`config.mk`:
```
export PLATFORM = sky130hd
export DESIGN_NAME = fifo_drain
export DESIGN_NICKNAME = d
export VERILOG_FILES = /design/src/rtl/fifo_pkg.sv /design/src/rtl/skid_buf2.sv /design/src/rtl/fifo_drain.sv
export SDC_FILE = /design/constraint.sdc
export NUM_CORES = 1
export LEC_CHECK = 0
export ABC_AREA = 1
export CAP_MARGIN = 20
export CORE_MARGIN = 3
export CORE_UTILIZATION = 30
export DETAILED_ROUTE_END_ITERATION = 16
export PLACE_DENSITY = 0.64
export SLEW_MARGIN = 10
export SYNTH_ARGS = -nofsm -noshare
export SYNTH_HDL_FRONTEND = slang
export SYNTH_SLANG_ARGS = --single-unit
```
`constraint.sdc`:
```
create_clock -name clock -period 2.8 [get_ports clock]
set_input_delay 0.7 -clock clock [delete_from_list [all_inputs] [get_ports clock]]
set_output_delay 0.7 -clock clock [all_outputs]
set_load 0.01 [all_outputs]
```
`src/rtl/fifo_pkg.sv`:
```
// Shared definitions for the 8-bit synchronous FIFO and its read-side logic.
//   FIFO_WIDTH  : data width of the FIFO and of the drained stream
//   fifo_data_t : one FIFO data word
//   SKID_DEPTH  : number of entries in the output skid buffer
package fifo_pkg;

    localparam int FIFO_WIDTH = 8;

    typedef logic [FIFO_WIDTH-1:0] fifo_data_t;

    localparam int SKID_DEPTH = 2;

endpackage

```
`src/rtl/skid_buf2.sv`:
```
// Two-entry register FIFO that holds bytes between the FIFO read port
// and the output stream.
//   clock : rising-edge clock
//   rst   : asynchronous active-high reset
//   push  : write din into the tail
//   pop   : remove the head entry
//   din   : data to push
//   head  : oldest stored entry
//   count : number of stored entries (0..2)
module skid_buf2
    import fifo_pkg::*;
#(
    parameter int WIDTH = FIFO_WIDTH
) (
    input  logic             clock,
    input  logic             rst,
    input  logic             push,
    input  logic             pop,
    input  logic [WIDTH-1:0] din,
    output logic [WIDTH-1:0] head,
    output logic [1:0]       count
);

    logic [WIDTH-1:0] mem [SKID_DEPTH];
    logic             rd_ptr;
    logic             wr_ptr;

    always_ff @(posedge clock or posedge rst) begin
        if (rst) begin
            for (int i = 0; i < SKID_DEPTH; i++) begin
                mem[i] <= '0;
            end
            rd_ptr <= 1'b0;
            wr_ptr <= 1'b0;
            count  <= 2'd0;
        end else begin
            if (push) begin
                mem[wr_ptr] <= din;
                wr_ptr      <= ~wr_ptr;
            end
            if (pop) begin
                rd_ptr <= ~rd_ptr;
            end
            case ({push, pop})
                2'b10:   count <= count + 2'd1;
                2'b01:   count <= count - 2'd1;
                default: count <= count;
            endcase
        end
    end

    assign head = mem[rd_ptr];

    // The read credit in the drain controller keeps buffered plus in-flight
    // bytes at or below two, so a push can never land on a full buffer.
    a_no_push_when_full : assert property (
        @(posedge clock) disable iff (rst) !(push && count == 2'd2)
    );

endmodule

```
`src/rtl/fifo_drain.sv`:
```
// Read-side controller for the 8-bit synchronous FIFO. Issues read strobes
// when data is available and the output buffer has credit, captures the
// registered FIFO output one cycle later, and presents bytes on a
// valid/ready stream while counting delivered bytes.
//   clock      : rising-edge clock
//   rst        : asynchronous active-high reset
//   en         : drain enable; low stops new reads
//   fifo_empty : FIFO empty flag
//   fifo_wr    : FIFO write strobe; a write blocks a same-cycle read
//   fifo_dout  : FIFO registered read data
//   fifo_rd    : read strobe to the FIFO
//   out_valid  : stream valid
//   out_data   : stream data (oldest buffered byte)
//   out_ready  : stream ready
//   out_count  : bytes delivered since reset (wraps)
module fifo_drain
    import fifo_pkg::*;
#(
    parameter int WIDTH = FIFO_WIDTH,
    parameter int CNT_W = 16
) (
    input  logic             clock,
    input  logic             rst,
    input  logic             en,
    input  logic             fifo_empty,
    input  logic             fifo_wr,
    input  logic [WIDTH-1:0] fifo_dout,
    output logic             fifo_rd,
    output logic             out_valid,
    output logic [WIDTH-1:0] out_data,
    input  logic             out_ready,
    output logic [CNT_W-1:0] out_count
);

    logic       pending;
    logic       pop_out;
    logic       acc;
    logic [1:0] buf_count;
    logic [2:0] occupancy;
    logic [2:0] credit_limit;

    skid_buf2 #(.WIDTH(WIDTH)) u_skid (
        .clock (clock),
        .rst   (rst),
        .push  (pending),
        .pop   (pop_out),
        .din   (fifo_dout),
        .head  (out_data),
        .count (buf_count)
    );

    assign out_valid = (buf_count != 2'd0);
    assign pop_out   = out_valid && out_ready;

    // count + pending - pop < 2, rearranged to avoid an unsigned underflow.
    assign occupancy    = {1'b0, buf_count} + {2'b00, pending};
    assign credit_limit = 3'd2 + {2'b00, pop_out};

    // Gated by rst so the strobe drops immediately on an asynchronous reset.
    assign fifo_rd = !rst && en && !fifo_empty && (occupancy < credit_limit);

    // A simultaneous FIFO write wins, so the strobe is wasted and retried.
    assign acc = fifo_rd && !fifo_wr;

    always_ff @(posedge clock or posedge rst) begin
        if (rst) begin
            pending   <= 1'b0;
            out_count <= '0;
        end else begin
            pending <= acc;
            if (pop_out) begin
                out_count <= out_count + 1'b1;
            end
        end
    end

endmodule

```
# Word-level counts from Yosys, hierarchy flattened
# Index checks and enable logic that the tools add are counted.
# Widths: inputs -> output; s select.
classes:
  addsub: 5
  order_cmp: 4
  n_eq_ne: 2
  n_mux: 7
  bitwise_logic: 4
  reduce_logical: 11
ops:
  columns: ["operator", "count"]
  rows:
  - ["$mux 8", 4]
  - ["$add 16x1->16 const B", 1]
  - ["$bwmux 16", 1]
  - ["$demux 8 s1", 1]
  - ["$logic_and 1x1->1", 6]
  - ["$ge 2x2->1 const B", 2]
  - ["$not 1->2", 2]
  - ["$pmux 2 s2", 1]
  - ["$reduce_bool 2->1", 2]
  - ["$add 2x1->3", 1]
  - ["$add 2x1->3 const A", 1]
  - ["$logic_not 1->1", 3]
  - ["$lt 3x3->1", 1]
  - ["$add 2x1->2 const B", 1]
  - ["$eq 2x1->1 const B", 1]
  - ["$eq 2x2->1 const B", 1]
  - ["$lt 2x1->1 const B", 1]
  - ["$not 1->1", 2]
  - ["$sub 2x1->2 const B", 1]
totals:
  ff_bits: 37
  output_inout_bits: 26

# Longest topological paths before layout
# Gate-level depths: netlist of run 1.
logic_depth:
  word_depth: 6
  depth_mapped: 8
  depth_no_buf: 8

# Hierarchy
# Synthesis of run 1 repeated with hierarchy kept, for this count alone.
unflattened:
  cells_unflattened: 237
  hier_area_um2: 1905.6
by_module_without_submodules:
  columns: ["mod", "n_inst", "cells_each", "area_per_inst_um2", "seq_area_each_um2"]
  rows:
  - ["fifo_drain", 1, 129, 962.2, 425.4]
  - ["skid_buf2", 1, 108, 943.4, 500.5]

# Least setup slack after synthesis of run 1
# OpenSTA, ideal clock, no wires.
synth_path:
  path_type: "input to output"
  start: "input rst"
  end: "output fifo_rd"
  arrival_time_ns: 1.909
  required_time_ns: 2.100
  setup_slack_ns: 0.191
  path_stages: 3
  n_path_buf: 0
  path_cell_list: "inv_1 > nand3_1 > nor2_1"
synth_via:
  elab_chain_cells: 4
synth_rtl:
  columns: ["item", "line_no", "text"]
  rows:
  - ["from (decl)", "fifo_drain.sv:23", "input logic rst,"]
  - ["$logic_not 1->1 (no line)", null, null]
  - ["$logic_and 1x1->1 (3 in a row)", "fifo_drain.sv:60", "assign fifo_rd = !rst && en && !fifo_empty && (occupancy < credit_limit);"]
  - ["to (decl)", "fifo_drain.sv:28", "output logic fifo_rd,"]
# Every way passes these cells.

# Final worst setup path of run 1
layout_path:
  start: "input out_ready"
  end: "output fifo_rd"
layout_via:
  elab_chain_cells: 4
layout_rtl:
  columns: ["item", "line_no", "text"]
  rows:
  - ["from (decl)", "fifo_drain.sv:31", "input logic out_ready,"]
  - ["$logic_and 1x1->1", "fifo_drain.sv:53", "assign pop_out = out_valid && out_ready;"]
  - ["$add 2x1->3", "fifo_drain.sv:57", "assign credit_limit = 3'd2 + {2'b00, pop_out};"]
  - ["$lt 3x3->1", "fifo_drain.sv:60", null]
  - ["$logic_and 1x1->1", "fifo_drain.sv:60", null]
# Every way passes these cells.

==> summary.txt, run 1 <==
Flow run
  • Max-cap violations: 0

Logic synthesis
  • Mean area per synthesized cell: 8.75 µm²
  • Largest cells by area after synthesis: dfrtp_1, nand2_1, inv_1
  • Count leader, synth: nand2_1
  • Syn. warnings: 0
  • Yosys cell types: 26
  • Ys async rst share: 100%
  • Top cells by count, synth: nand2_1, dfrtp_1, inv_1, o21ai_0, nor2_1
  • Cells after Synth: 209
  • Syn Nets: 227
  • Synth top area share: 50.6%
  • Mapped cell area: 1830 µm²
  • Seq/Total Area, Yosys: 50.6%
  • Seq cells post-synth: 37
  • Post-synth top area cell: dfrtp_1
  • Ys flop type: dfrtp_1
  • EDFF count, synth: 0

GRT
  • Global-route wire length before repair: 6.86 mm
  • Largest net degree at the start of global routing: 38
  • GRT Total Usage: 11.9%
  • Vias in the first global route: 1495
  • Global route overflow: 0
  • Initial antenna violation count: 0

Die
  • Die Height: 84.1 µm
  • Placement row count: 27
  • Starting Density: 32.0%
  • Die area: 7070 µm²
  • Die width: 84.1 µm
  • I/O pin count: 40
  • Core region area: 5710 µm²

Place
  • Area post-placement: 2300 µm²
  • GPL Wtd Cong: 0.760
  • DP Wirelength: 2.76 mm
  • Pre-CTS setup slack: 5.61 ps
  • Port buffer count: 39

Drt
  • Antenna-violating nets left: 0
  • Final wirelength: 3.77 mm
  • DR WL/cell: 11.6 µm
  • Via density: 4.40
  • Met1 WL: 1.97 mm
  • Post-route DRC: 0
  • DR iter-0 viols: 67
  • Met3 wire length: 135 µm
  • Met2 WL: 1.65 mm
  • Top sig layer: met4
  • Detailed-router iteration count before antenna repair: 4
  • Total number of vias: 1431

Cells and area
  • Final instance area: 2380 µm²
  • Layout cells sized above 1: 9.49%
  • Nets: 271
  • Area Growth Syn to Fin: 30.4%
  • ANT cells: 0
  • Final core occ: 41.8%

Setup path
  • CP endpoint kind: output pin
  • Crit path arrival time: 1820 ps
  • CP required: 2100 ps
  • CP startpoint kind: primary input
  • Crit-path max FO: 2
  • Critical path class: primary input to output pin

Timing
  • Setup-failing EPs final: 0
  • Min Tclk post-route: 2520 ps
  • Worst-Margin Slew: 472 ps
  • RSZ-0062 raised after global routing: no
  • Final hold violations: 0
  • Slew HR: 68.5%
  • Max-slew violations: 0
  • Total negative setup slack: 0 ps
  • Tcrit/Tclk final: 90.0%
  • Clk_skew: 6.39 ps
  • Final worst slack: 279 ps
  • Fmax achieved: 0.397 GHz

Clocking
  • CTS Buf Count: 5
  • Clock latency on the worst-skew pair: 280 ps
  • Clk buf depth: 2
  • # clock sinks: 37
  • Post-CTS Hold Fix Bufs: 0
  • Clock transition at the registers of the reported paths: 70 ps
  • CTS H-tree depth: 2
  • Clock root cell: clkbuf_8
  • CTS tree: yes

Min path
  • Hold crit path type: register to register

Pwr
  • P_leak: 0.00114 µW
  • P per Cell Area: 896 nW/µm²
  • Worst vdd rail ir drop: 0.430 mV

Run status
  • Status: finished clean
[power by group]
group	switching (µW)	leakage (µW)	internal, µW
clock	178	0.0000443	195
sequential	176	0.000449	732
combinational	365	0.000647	490
total	719	0.00114	1420
[through the flow]
step	power (µW)	instances	hold slack, ps
after floorplan	1370	209	448
after global placement	1760	318	460
after detailed placement	1780	318	470
after CTS	2180	325	487
after global routing	2310	325	508
final	2140	325	482
[kinds of logic after synthesis]
family          Yosys count  synth area share (%)
mux                       8                  4.92
compound gates           23                  6.50
simple gates             96                  23.8
fa+ha+maj                 4                  2.74
xor+xnor                  9                  4.31
flops                    37                  50.6
buf+inv                  32                  7.11
[per-layer routing]
| layer | track usage (%) | up-vias |
|---|---|---|
| met4 | 3.07 | 0 |
| met1 | 17.1 | 662 |
| met2 | 17.1 | 23 |
| met5 | 0 | - |
| met3 | 3.85 | 2 |
| li1 | - | 744 |
[final cells by class]
| cell class | instances | area (µm²) |
|---|---|---|
| Inverter | 28 | 105 |
| Fill cell | 566 | 3320 |
| Timing Repair Buffer | 41 | 404 |
| Clock buffer | 7 | 86.3 |
| Tap cell | 72 | 90.1 |
| Multi-Input combinational cell | 140 | 773 |
| Sequential cell | 37 | 926 |
[state kept, by name (all words and copies together), names as in the netlist]
signal,cells
u_skid.wr_ptr,1
pending,1
u_skid.count,2
u_skid.mem,16
u_skid.rd_ptr,1
out_count,16
[path summary, 6_finish.rpt]
| path | start | end | slack, ps | cells after the start |
|---|---|---|---|---|
| worst max-delay path | out_ready | fifo_rd | 280 | 6 |
| worst min-delay path | u_skid.mem[15] | u_skid.mem[15] | 480 | 2 |
| worst max register to register | u_skid.count[0] | u_skid.count[1] | 1200 | 6 |
| worst min register to register | u_skid.mem[15] | u_skid.mem[15] | 480 | 2 |
| max in group asynchronous | rst | u_skid.count[1] | 1490 | 3 |
| min in group asynchronous | rst | u_skid.mem[10] | 980 | 3 |
[cells in the final DEF, fill, tap and decap left out]
master / instances
a21oi_1: 2
buf_4: 2
clkbuf_1: 1
clkbuf_8: 6
clkdlybuf4s50_1: 38
dfrtp_1: 37
dlygate4sd2_1: 1
ha_1: 4
inv_1: 28
mux2_2: 8
nand2_1: 58
nand2_2: 1
nand2_4: 1
nand3_1: 5
nand3_2: 1
nand3b_1: 3
nand4_1: 1
nor2_1: 15
nor2_2: 2
nor2_4: 1
nor2_8: 1
nor3_1: 6
o21ai_0: 18
o21ai_1: 2
o21ai_2: 1
or2_1: 1
xnor2_1: 4
xor2_1: 5
[critical path, cell delays in order]
cell and delay [ps]:
clkdlybuf4s50_1 490, o21ai_2 70, o21ai_0 140, inv_1 70
nor2_1 90, dlygate4sd2_1 270
[repair_timing]
item | in CTS | in global routing
setup endpoints to repair | 1 | 0
resized for setup | 1 | 0
buffers inserted | 0 | 0
(Power assumes the default switching activity.)
==> run 2: changes to the inputs <==
DONT_BUFFER_PORTS = 1   (was unset)
PLACE_DENSITY = 0.56   (was 0.64)
==> run 2 against run 1 <==
  * Combinational power fell by 38%
  * Clock-buffer cell count did not move
  * Sequential power rose by 4.0%
  * Flip-flop and latch count did not move
  * Largest power group unchanged
  * Hold slack got worse by 6.2 ps
==> summary.txt, run 2 (synthesis gave the netlist of run 1 again) <==
Cells and area
  • Area Growth Syn to Fin: 9.51%
  • Layout cells sized above 1: 11.7%
  • Commonest non-fill, non-tap cell in the layout: nand2_1
  • Fin cells: 286
  • Largest registers: out_count x16, u_skid.mem x16, u_skid.count x2
  • Commonest cells after routing, fill and taps aside: nand2_1, dfrtp_1, inv_1
  • Nets: 231
  • ANT cells: 0

Clocking
  • Post-CTS Hold Fix Bufs: 0
  • Clock transition at the registers of the reported paths: 70 ps
  • Post-CTS Repair Setup Buffers: 0
  • CTS Buf Count: 5
  • Clock root cell: clkbuf_8
  • CTS tree: yes
  • CTS H-tree depth: 2
  • Clk buf depth: 2
  • # clock sinks: 37
  • Cts repair resizes: 0
  • Clock latency on the worst-skew pair: 280 ps

Place
  • Port buffer count: 0
  • DP Wirelength: 2.64 mm
  • Pre-CTS setup slack: 880 ps
  • Placed cells: 278
  • GPL Wtd Cong: 0.720

Drt
  • Total number of vias: 1300
  • DR WL/cell: 12.8 µm
  • Via density: 4.55
  • Final wirelength: 3.66 mm
  • Antenna-violating nets left: 0
  • Post-route DRC: 0
  • Detailed-router iteration count before antenna repair: 4
  • DR iter-0 viols: 70

Pwr
  • P_leak: 0.000992 µW
  • Worst vdd rail ir drop: 0.346 mV
  • Pwr Total: 1890 µW
  • P per Cell Area: 943 nW/µm²
  • P_int: 1190 µW
  • Switching share of power: 36.9%
  • Psw: 697 µW
  • Clock network fraction of design power: 21.9%
  • Comb pwr share: 28.2%
  • Register share of total power: 50.0%

GRT
  • Global route overflow: 0
  • Initial antenna violation count: 0
  • Vias in the first global route: 1264
  • Global-route wire length before repair: 6.42 mm
  • GRT Total Usage: 11.5%
  • Largest net degree at the start of global routing: 38

Setup path
  • CP startpoint kind: register
  • Critical Path Most Common Cell: ha_1
  • Critical path class: register to output pin
  • Crit-path max FO: 6
  • CP required: 2100 ps
  • Critical Path Slowest Stage Cell: dfrtp_1
  • CP endpoint kind: output pin
  • Cells along the critical path: ha_1, ha_1, o21ai_0, inv_1, nor2_1
  • CP peak stage delay: 450 ps
  • Crit path arrival time: 1520 ps

Min path
  • Hold crit path type: primary input to register

Timing
  • Min Tclk post-route: 2220 ps
  • Slew HR: 67.0%
  • Total negative setup slack: 0 ps
  • Worst-Margin Slew: 495 ps
  • Tcrit/Tclk final: 79.3%
  • Final worst slack: 580 ps
  • Fmax achieved: 0.451 GHz
  • Final hold violations: 0
  • Clk_skew: 2.68 ps
  • RSZ-0062 raised after global routing: no
  • Max-slew violations: 0
  • Setup-failing EPs final: 0

Die
  • Die area: 7070 µm²
  • Die width: 84.1 µm
  • Starting Density: 32.0%
  • Die Height: 84.1 µm
  • I/O pin count: 40
  • Core region area: 5710 µm²
  • Placement row count: 27

Run status
  • Status: finished clean

Flow run
  • Max-cap violations: 0
## run 2: cell types whose count changed in the layout (fill, tap and decap cells not counted)
cell / previous run / this run
clkdlybuf4s50_1: 38 / 0
dlygate4sd2_1: 1 / 0
clkinv_2: 0 / 1
clkbuf_8: 6 / 7
buf_4: 2 / 1
clkbuf_1: 1 / 0
## run 2: metrics by stage
stage	cell area [µm²]	util [%]	hold WS, ps
3_5_place_dp	1900	33.3	470
2_1_floorplan	1830	-	448
6_report	2000	35.1	475
5_1_grt	2000	35.1	455
3_3_place_gp	1900	33.3	461
4_1_cts	2000	35.1	464
## run 2: worst paths after layout
| kind | startpoint | end | slack, ps | cells past startpoint |
|---|---|---|---|---|
| worst max register to register | u_skid.count[0] | u_skid.count[1] | 1210 | 6 |
| worst min-delay path | fifo_wr | pending | 480 | 1 |
| worst max-delay path | u_skid.count[0] | fifo_rd | 580 | 5 |
| max in group asynchronous | rst | u_skid.mem[0] | 1980 | 2 |
| worst min register to register | u_skid.mem[11] | u_skid.mem[11] | 480 | 2 |
| min in group asynchronous | rst | u_skid.rd_ptr | 500 | 2 |
## run 2: area by class of cell
| class | count | area, µm² |
|---|---|---|
| Multi-Input combinational cell | 140 | 773 |
| Inverter | 28 | 105 |
| Fill cell | 563 | 3710 |
| Sequential cell | 37 | 926 |
| Timing Repair Buffer | 1 | 7.51 |
| Clock buffer | 7 | 96.3 |
| Clock inverter | 1 | 5.00 |
| Tap cell | 72 | 90.1 |
## run 2: power by group through the flow
| stage | Sequential, µW | Combinational, µW | Clock [µW] |
|---|---|---|---|
| after floorplan | 878 | 495 | 0 |
| after global placement | 950 | 540 | 0 |
| after detailed placement | 957 | 542 | 0 |
| after CTS | 949 | 543 | 430 |
| after global routing | 981 | 613 | 463 |
| final | 944 | 532 | 413 |
## run 2: per-layer routing
metal / track usage (%) / vias up / routed length, µm
met5: 0 / - / 0
met4: 3.95 / 0 / 36
met3: 3.16 / 2 / 156
met2: 17.8 / 28 / 1690
met1: 15.4 / 605 / 1770
li1: - / 665 / -
## run 2: worst max-delay path: cells and delay by family, from the launching register on
| family | cells | cell delay [ps] |
|---|---|---|
| and+or+nand+nor | 1 | 180 |
| adders and majority gates | 2 | 460 |
| DFF | 1 | 450 |
| buffers and inverters | 1 | 70 |
| AOI/OAI and AO/OA | 1 | 70 |
